--- src/rtl/icg_enable_ctrl_if.sv ---
// Bundle between the gated-domain producer and the ICG enable controller.
//   master : producer side; drives req/busy/force_on/scan_en, observes the gate state.
//   slave  : controller side; samples the requests, drives e/te/ack/gate_off_cnt.
//   req          activity request from the upstream producer
//   busy         gated domain still has work in flight
//   force_on     software override holding the gate open
//   scan_en      scan/test enable
//   e            functional enable to the ICG E pin
//   te           test enable to the ICG TE pin
//   ack          gated clock is running and settled
//   gate_off_cnt saturating count of ON-to-OFF transitions
interface icg_enable_ctrl_if #(
  parameter int unsigned EVT_W = 8
);
  logic             req;
  logic             busy;
  logic             force_on;
  logic             scan_en;
  logic             e;
  logic             te;
  logic             ack;
  logic [EVT_W-1:0] gate_off_cnt;

  modport master (
    output req, busy, force_on, scan_en,
    input  e, te, ack, gate_off_cnt
  );

  modport slave (
    input  req, busy, force_on, scan_en,
    output e, te, ack, gate_off_cnt
  );
endinterface

--- src/rtl/icg_enable_ctrl.sv ---
// Enable controller for a negative-edge integrated clock gate. Opens the gate when the domain
// has work, holds it through a wake-up settle window and an idle-hysteresis window, and counts
// gate-off events for power telemetry. Runs on the free-running clock upstream of the ICG.
//   clk : free-running ungated clock
//   rst : synchronous, active-high reset
//   bus : slave side of icg_enable_ctrl_if (requests in, e/te/ack/gate_off_cnt out)
// Every output is a direct flop output, so there is no combinational input-to-output path.
module icg_enable_ctrl #(
  parameter int unsigned IDLE_CYCLES = 8,  // 1..255
  parameter int unsigned WAKE_CYCLES = 2,  // 0..15, 0 skips the wake window
  parameter int unsigned EVT_W       = 8
) (
  input logic               clk,
  input logic               rst,
  icg_enable_ctrl_if.slave  bus
);

  localparam int unsigned WakeLoadInt = (WAKE_CYCLES == 0) ? 0 : WAKE_CYCLES - 1;
  localparam int unsigned IdleLoadInt = (IDLE_CYCLES == 0) ? 0 : IDLE_CYCLES - 1;
  localparam logic [3:0]  WakeLoad    = WakeLoadInt[3:0];
  localparam logic [7:0]  IdleLoad    = IdleLoadInt[7:0];

  typedef enum logic [1:0] {StOff, StWake, StOn, StDrain} state_e;

  state_e           state_q, state_d;
  logic [3:0]       wake_q, wake_d;
  logic [7:0]       idle_q, idle_d;
  logic [EVT_W-1:0] cnt_q, cnt_d;
  logic             e_q, e_d;
  logic             ack_q, ack_d;
  logic             te_q;
  logic             act;

  assign act = bus.req | bus.busy | bus.force_on;

  always_comb begin
    state_d = state_q;
    wake_d  = wake_q;
    idle_d  = idle_q;
    cnt_d   = cnt_q;

    unique case (state_q)
      StOff: begin
        // busy alone never opens the gate; only a real request or the override does
        if (bus.req || bus.force_on) begin
          if (WAKE_CYCLES == 0) begin
            state_d = StOn;
          end else begin
            state_d = StWake;
            wake_d  = WakeLoad;
          end
        end
      end
      StWake: begin
        // act is ignored here: a started wake always completes
        if (wake_q == 4'd0) begin
          state_d = StOn;
        end else begin
          wake_d = wake_q - 4'd1;
        end
      end
      StOn: begin
        if (!act) begin
          state_d = StDrain;
          idle_d  = IdleLoad;
        end
      end
      StDrain: begin
        if (act) begin
          state_d = StOn;
        end else if (idle_q == 8'd0) begin
          state_d = StOff;
          if (cnt_q != {EVT_W{1'b1}}) begin
            cnt_d = cnt_q + 1'b1;
          end
        end else begin
          idle_d = idle_q - 8'd1;
        end
      end
      default: state_d = StOff;
    endcase

    // Outputs are decoded from the next state and registered, so they change on the same edge
    // as the state and stay glitch-free.
    e_d   = (state_d != StOff);
    ack_d = (state_d == StOn) || (state_d == StDrain);
  end

  always_ff @(posedge clk) begin
    if (rst) begin
      state_q <= StOff;
      wake_q  <= 4'd0;
      idle_q  <= 8'd0;
      cnt_q   <= '0;
      e_q     <= 1'b0;
      ack_q   <= 1'b0;
      te_q    <= 1'b0;
    end else begin
      state_q <= state_d;
      wake_q  <= wake_d;
      idle_q  <= idle_d;
      cnt_q   <= cnt_d;
      e_q     <= e_d;
      ack_q   <= ack_d;
      te_q    <= bus.scan_en;
    end
  end

  assign bus.e            = e_q;
  assign bus.ack          = ack_q;
  assign bus.te           = te_q;
  assign bus.gate_off_cnt = cnt_q;

endmodule

--- src/flat_wrapper.sv ---
// flat-port wrapper written by rule: the top's interface ports become plain ports
module icg_enable_ctrl_flat 
#(
  parameter int unsigned IDLE_CYCLES = 8,           
  parameter int unsigned WAKE_CYCLES = 2,                                   
  parameter int unsigned EVT_W       = 8
)
  (clk, rst, bus_req, bus_busy, bus_force_on, bus_scan_en, bus_e, bus_te, bus_ack, bus_gate_off_cnt);
  icg_enable_ctrl_if #(.EVT_W(EVT_W)) bus_i ();
  input logic clk;
  input logic rst;
  input wire logic [$bits(bus_i.req)-1:0] bus_req;
  input wire logic [$bits(bus_i.busy)-1:0] bus_busy;
  input wire logic [$bits(bus_i.force_on)-1:0] bus_force_on;
  input wire logic [$bits(bus_i.scan_en)-1:0] bus_scan_en;
  output wire logic [$bits(bus_i.e)-1:0] bus_e;
  output wire logic [$bits(bus_i.te)-1:0] bus_te;
  output wire logic [$bits(bus_i.ack)-1:0] bus_ack;
  output wire logic [$bits(bus_i.gate_off_cnt)-1:0] bus_gate_off_cnt;
  assign bus_i.req = bus_req;
  assign bus_i.busy = bus_busy;
  assign bus_i.force_on = bus_force_on;
  assign bus_i.scan_en = bus_scan_en;
  assign bus_e = bus_i.e;
  assign bus_te = bus_i.te;
  assign bus_ack = bus_i.ack;
  assign bus_gate_off_cnt = bus_i.gate_off_cnt;
  icg_enable_ctrl #(.IDLE_CYCLES(IDLE_CYCLES), .WAKE_CYCLES(WAKE_CYCLES), .EVT_W(EVT_W)) u_core (.clk(clk), .rst(rst), .bus(bus_i));
endmodule
--- config.mk ---
export PLATFORM = sky130hd
export DESIGN_NAME = icg_enable_ctrl_flat
export DESIGN_NICKNAME = d
export VERILOG_FILES = /design/src/rtl/icg_enable_ctrl_if.sv /design/src/rtl/icg_enable_ctrl.sv /design/src/flat_wrapper.sv
export SDC_FILE = /design/constraint.sdc
export NUM_CORES = 1
export LEC_CHECK = 0
export ABC_CLOCK_PERIOD_IN_PS = 1600
export CAP_MARGIN = 10
export CORE_MARGIN = 1.5
export CORE_UTILIZATION = 48
export CTS_BUF_LIST = sky130_fd_sc_hd__clkbuf_16
export DETAILED_ROUTE_END_ITERATION = 10
export PLACE_DENSITY = 0.74
export SYNTH_ARGS = -nofsm -noshare
export SYNTH_HDL_FRONTEND = slang
export SYNTH_SLANG_ARGS = --single-unit
--- constraint.sdc ---
create_clock -name clk -period 1.6 [get_ports clk]
set_input_delay 0.32 -clock clk [delete_from_list [all_inputs] [get_ports clk]]
set_output_delay 0.32 -clock clk [all_outputs]
set_load 0.01 [all_outputs]
==> out/metrics.yaml <==
outcome:
  status: "finished with violations"
  violations: "setup timing"
sta:
  clock_skew_ps: 4.706
  worst_pin_slew_ps: 421.1
  fmax_ghz: 0.6082
  timing.final.ws_setup_ps: -44.28
  min_period_over_period_pct: 102.8
  whs_ps: 505.5
  setup-violations-final: 6
  fin_crit_ps: 1644
  rsz0062_at_grt: "yes"
  maxSlewHeadroom_pct: 71.52
  hold_viol: 0
  slew_viol_final: 0
run:
  drv_cap: 0
placement:
  gp_congestion: 0.7864
  port_buffers: 16
  dp_hpwl_um: 2369
critical_path:
  r2r_cells: 7
  ff2ff_setup_slack_ps: -40
  cp.arrival_ps: 1830
  cp-start-kind: "flop"
  crit_type: "reg -> reg"
  crit_start: "u_core.idle_q[1]"
  crit_fanout: 8
  worstPathRequired_ps: 1790
  reg2reg_from: "u_core.idle_q[1]"
  reg2reg_to: "u_core.bus.gate_off_cnt[0]"
  endpoint_kind: "flop"
pwr:
  combPwrFrac_pct: 40.0
  p_clk_share_pct: 24.1
  p_sw_share_pct: 33.06
  powerDensity_mw_per_mm2: 1194
  irDropWorstVdd_mv: 1.190
  leakage_uw: 0.0008179
  power_frac_seq_pct: 35.9
  internal-power_uw: 1527
  power_switching_uw: 753.9
global_routing:
  grt.overflow.total: 0
  grt_max_degree: 14
  antenna_found_initial: 0
  grt_pass1_wl_um: 4940
  grt_pass1_vias: 1189
  grt_usage_pct: 23.54
die:
  die_height_um: 54.84
  rows: 18
  dieArea_mm2: 0.003007
  fp.coreArea_mm2: 0.002500
  die_w_um: 54.84
  start_util_pct: 51.60
  ios: 17
clocking:
  hold_buffers: 0
  cts_buffers: 3
  cts_tree: "yes"
  cts.path.max_buffers: 2
  clk_latency_ps: 260
  cts_num_sinks: 25
  clkTransAtPathRegs_ps: 60
  clockRootBuffer: "clkbuf_16"
  htree_levels: 1
synth:
  syn_inst: 142
  synth_top_cell_area_share_pct: 38.80
  synth_top_cell_by_area: "dfxtp_1"
  synth.area.top_cells: "dfxtp_1 (39%), a21oi_1 (4.3%), nor2_1 (4.1%)"
  yosys_warnings: 0
  syn_nets: 152
  yosysUniqueCellTypes: 41
  ys_seq_area_share_pct: 38.80
  synthesis.area_mm2: 0.001290
  synth-seq-cells: 25
  syn_avg_cell_area_um2: 9.084
hold_path:
  hold_start: "bus_force_on"
  whs_path_depth: 4
  min_path_type: "in -> reg"
  hold_path_end: "u_core.bus.e"
layout:
  utilization_pct: 76.38
  drive_gt1_share_pct: 35.45
  antennaDiodeCount: 0
  multi_input_area_um2: 835.8
  ff_latch_area_um2: 510.5
  synthToLayoutAreaGrowth_pct: 48.01
  finalNetCount: 200
  fillers: 173
detailed_routing:
  drc: 0
  ant_nets: 0
  drtIter0Drc: 14
  num_vias: 1277
  wl_per_cell_um: 15.29
  via_per_inst: 5.831
  wirelength_um: 3349
  dr.pass1.iters: 4
## critical path: stages, from the launching register on
cell and delay [ps]:
dfxtp_2 320, inv_2 60, ha_4 120, and4bb_2 290, nand3_4 140, buf_6 180
or3_1 320, a21oi_1 140
## flip-flops by register name, summed over array words and instances (netlist names)
name	flops
u_core.bus.ack	1
u_core.idle_q	8
u_core.bus.e	1
u_core.bus.te	1
u_core.wake_q	4
u_core.state_q	2
u_core.bus.gate_off_cnt	8
## stage by stage
step	total power, uW	cells	instance area, um^2	TNS, ps	setup slack (ps)
6_report	2281	219	1909	-104.0	-44.28
5_1_grt	2441	219	1909	-564.6	-122.0
4_1_cts	2224	218	1824	-56.29	-40.85
3_5_place_dp	1672	214	1732	-8235	-496.2
3_3_place_gp	1642	214	1732	-7560	-457.9
2_1_floorplan	1385	142	1319	0	15.52
## cells by family (layout without fill, tap and decap cells)
group	after synthesis	in the layout	synth area share, %
xor gates and xnor gates	5	5	3.395
buffers and inverters	14	61	4.267
muxes	2	2	1.649
adders and majority gates	4	4	3.880
DFF	25	25	38.80
AOI/OAI and AO/OA	33	33	17.46
and+or+nand+nor	59	59	30.55
## metal layers
layer	part of all wire [%]	GRT usage [%]
met1	44	26.79
met2	51	39.88
met3	2.6	6.011
met4	1.8	12.50
met5	0	0
## layout by cell type, fill, tap and decap left out, types with 3 or more instances in the layout
cell type,n
nand3_1,5
a21oi_1,9
ha_1,3
clkbuf_16,3
o21ai_0,3
xor2_1,3
dlymetal6s2s_1,5
nor2_1,14
dfxtp_2,5
nor3_2,3
inv_1,7
dfxtp_1,19
nor3b_1,3
or3_1,4
nand4_1,3
buf_4,31
or4_1,4
nand2_1,3
clkdlybuf4s50_1,8
o31ai_1,7
## cells in the mapped netlist
master and count:
ha_1 4, nor3b_1 4, clkbuf_1 4, inv_1 8, a211oi_1 2, or4_1 5
xnor2_1 2, o21ba_2 1, o211ai_1 1, or3_1 4, nor3_1 5, mux2_2 1
nand3_2 1, o21ai_0 3, nand2_1 3, nand3_1 5, a21oi_1 11, nor4b_1 1
buf_2 2, o2111ai_1 1, nor4_4 1, xor2_1 3, o41ai_1 1, a31oi_1 1
o211a_1 1, nor4bb_1 1, o31ai_1 7, nor4_1 2, o221a_2 1, nor2b_1 2
dfxtp_1 25, and4_1 3, nor4b_4 1, o21a_1 2, nand4bb_1 1, or4b_1 2
and4bb_2 1, a41o_1 1, nand4_1 3, nor2_1 14, mux2i_1 1
## power by group through the flow
| stage | logic (uW) | registers, uW | clock network (uW) |
|---|---|---|---|
| global placement | 827 | 815 | 0 |
| finish | 913 | 818 | 550 |
| detailed placement | 849 | 824 | 0 |
| global route | 1020 | 830 | 586 |
| CTS | 861 | 807 | 555 |
| floorplan | 568 | 816 | 0 |
## cell type report
type / count / area share (%)
Clock buffer: 3 / 3.932
Clock inverter: 1 / 0.1966
Inverter: 8 / 1.573
Multi-Input combinational cell: 103 / 43.77
Sequential cell: 25 / 26.74
Tap cell: 30 / 1.966
Timing Repair Buffer: 49 / 21.82
## repair_timing
action                                  CTS  global route
pin swaps                                 8            12
buffers inserted                          0             2
endpoints found under the setup margin   18            21
gates resized for setup                   8            26
## how the worst max path moves through the flow
stage / cells past startpoint / endpoint
finish: 7 / u_core.bus.gate_off_cnt[0]
global placement: 6 / u_core.idle_q[4]
global route: 8 / u_core.bus.gate_off_cnt[0]
CTS: 6 / u_core.bus.gate_off_cnt[5]
detailed placement: 6 / u_core.idle_q[4]
floorplan: 6 / u_core.bus.gate_off_cnt[5]
No activity file was read; power rests on OpenSTA's default activity.
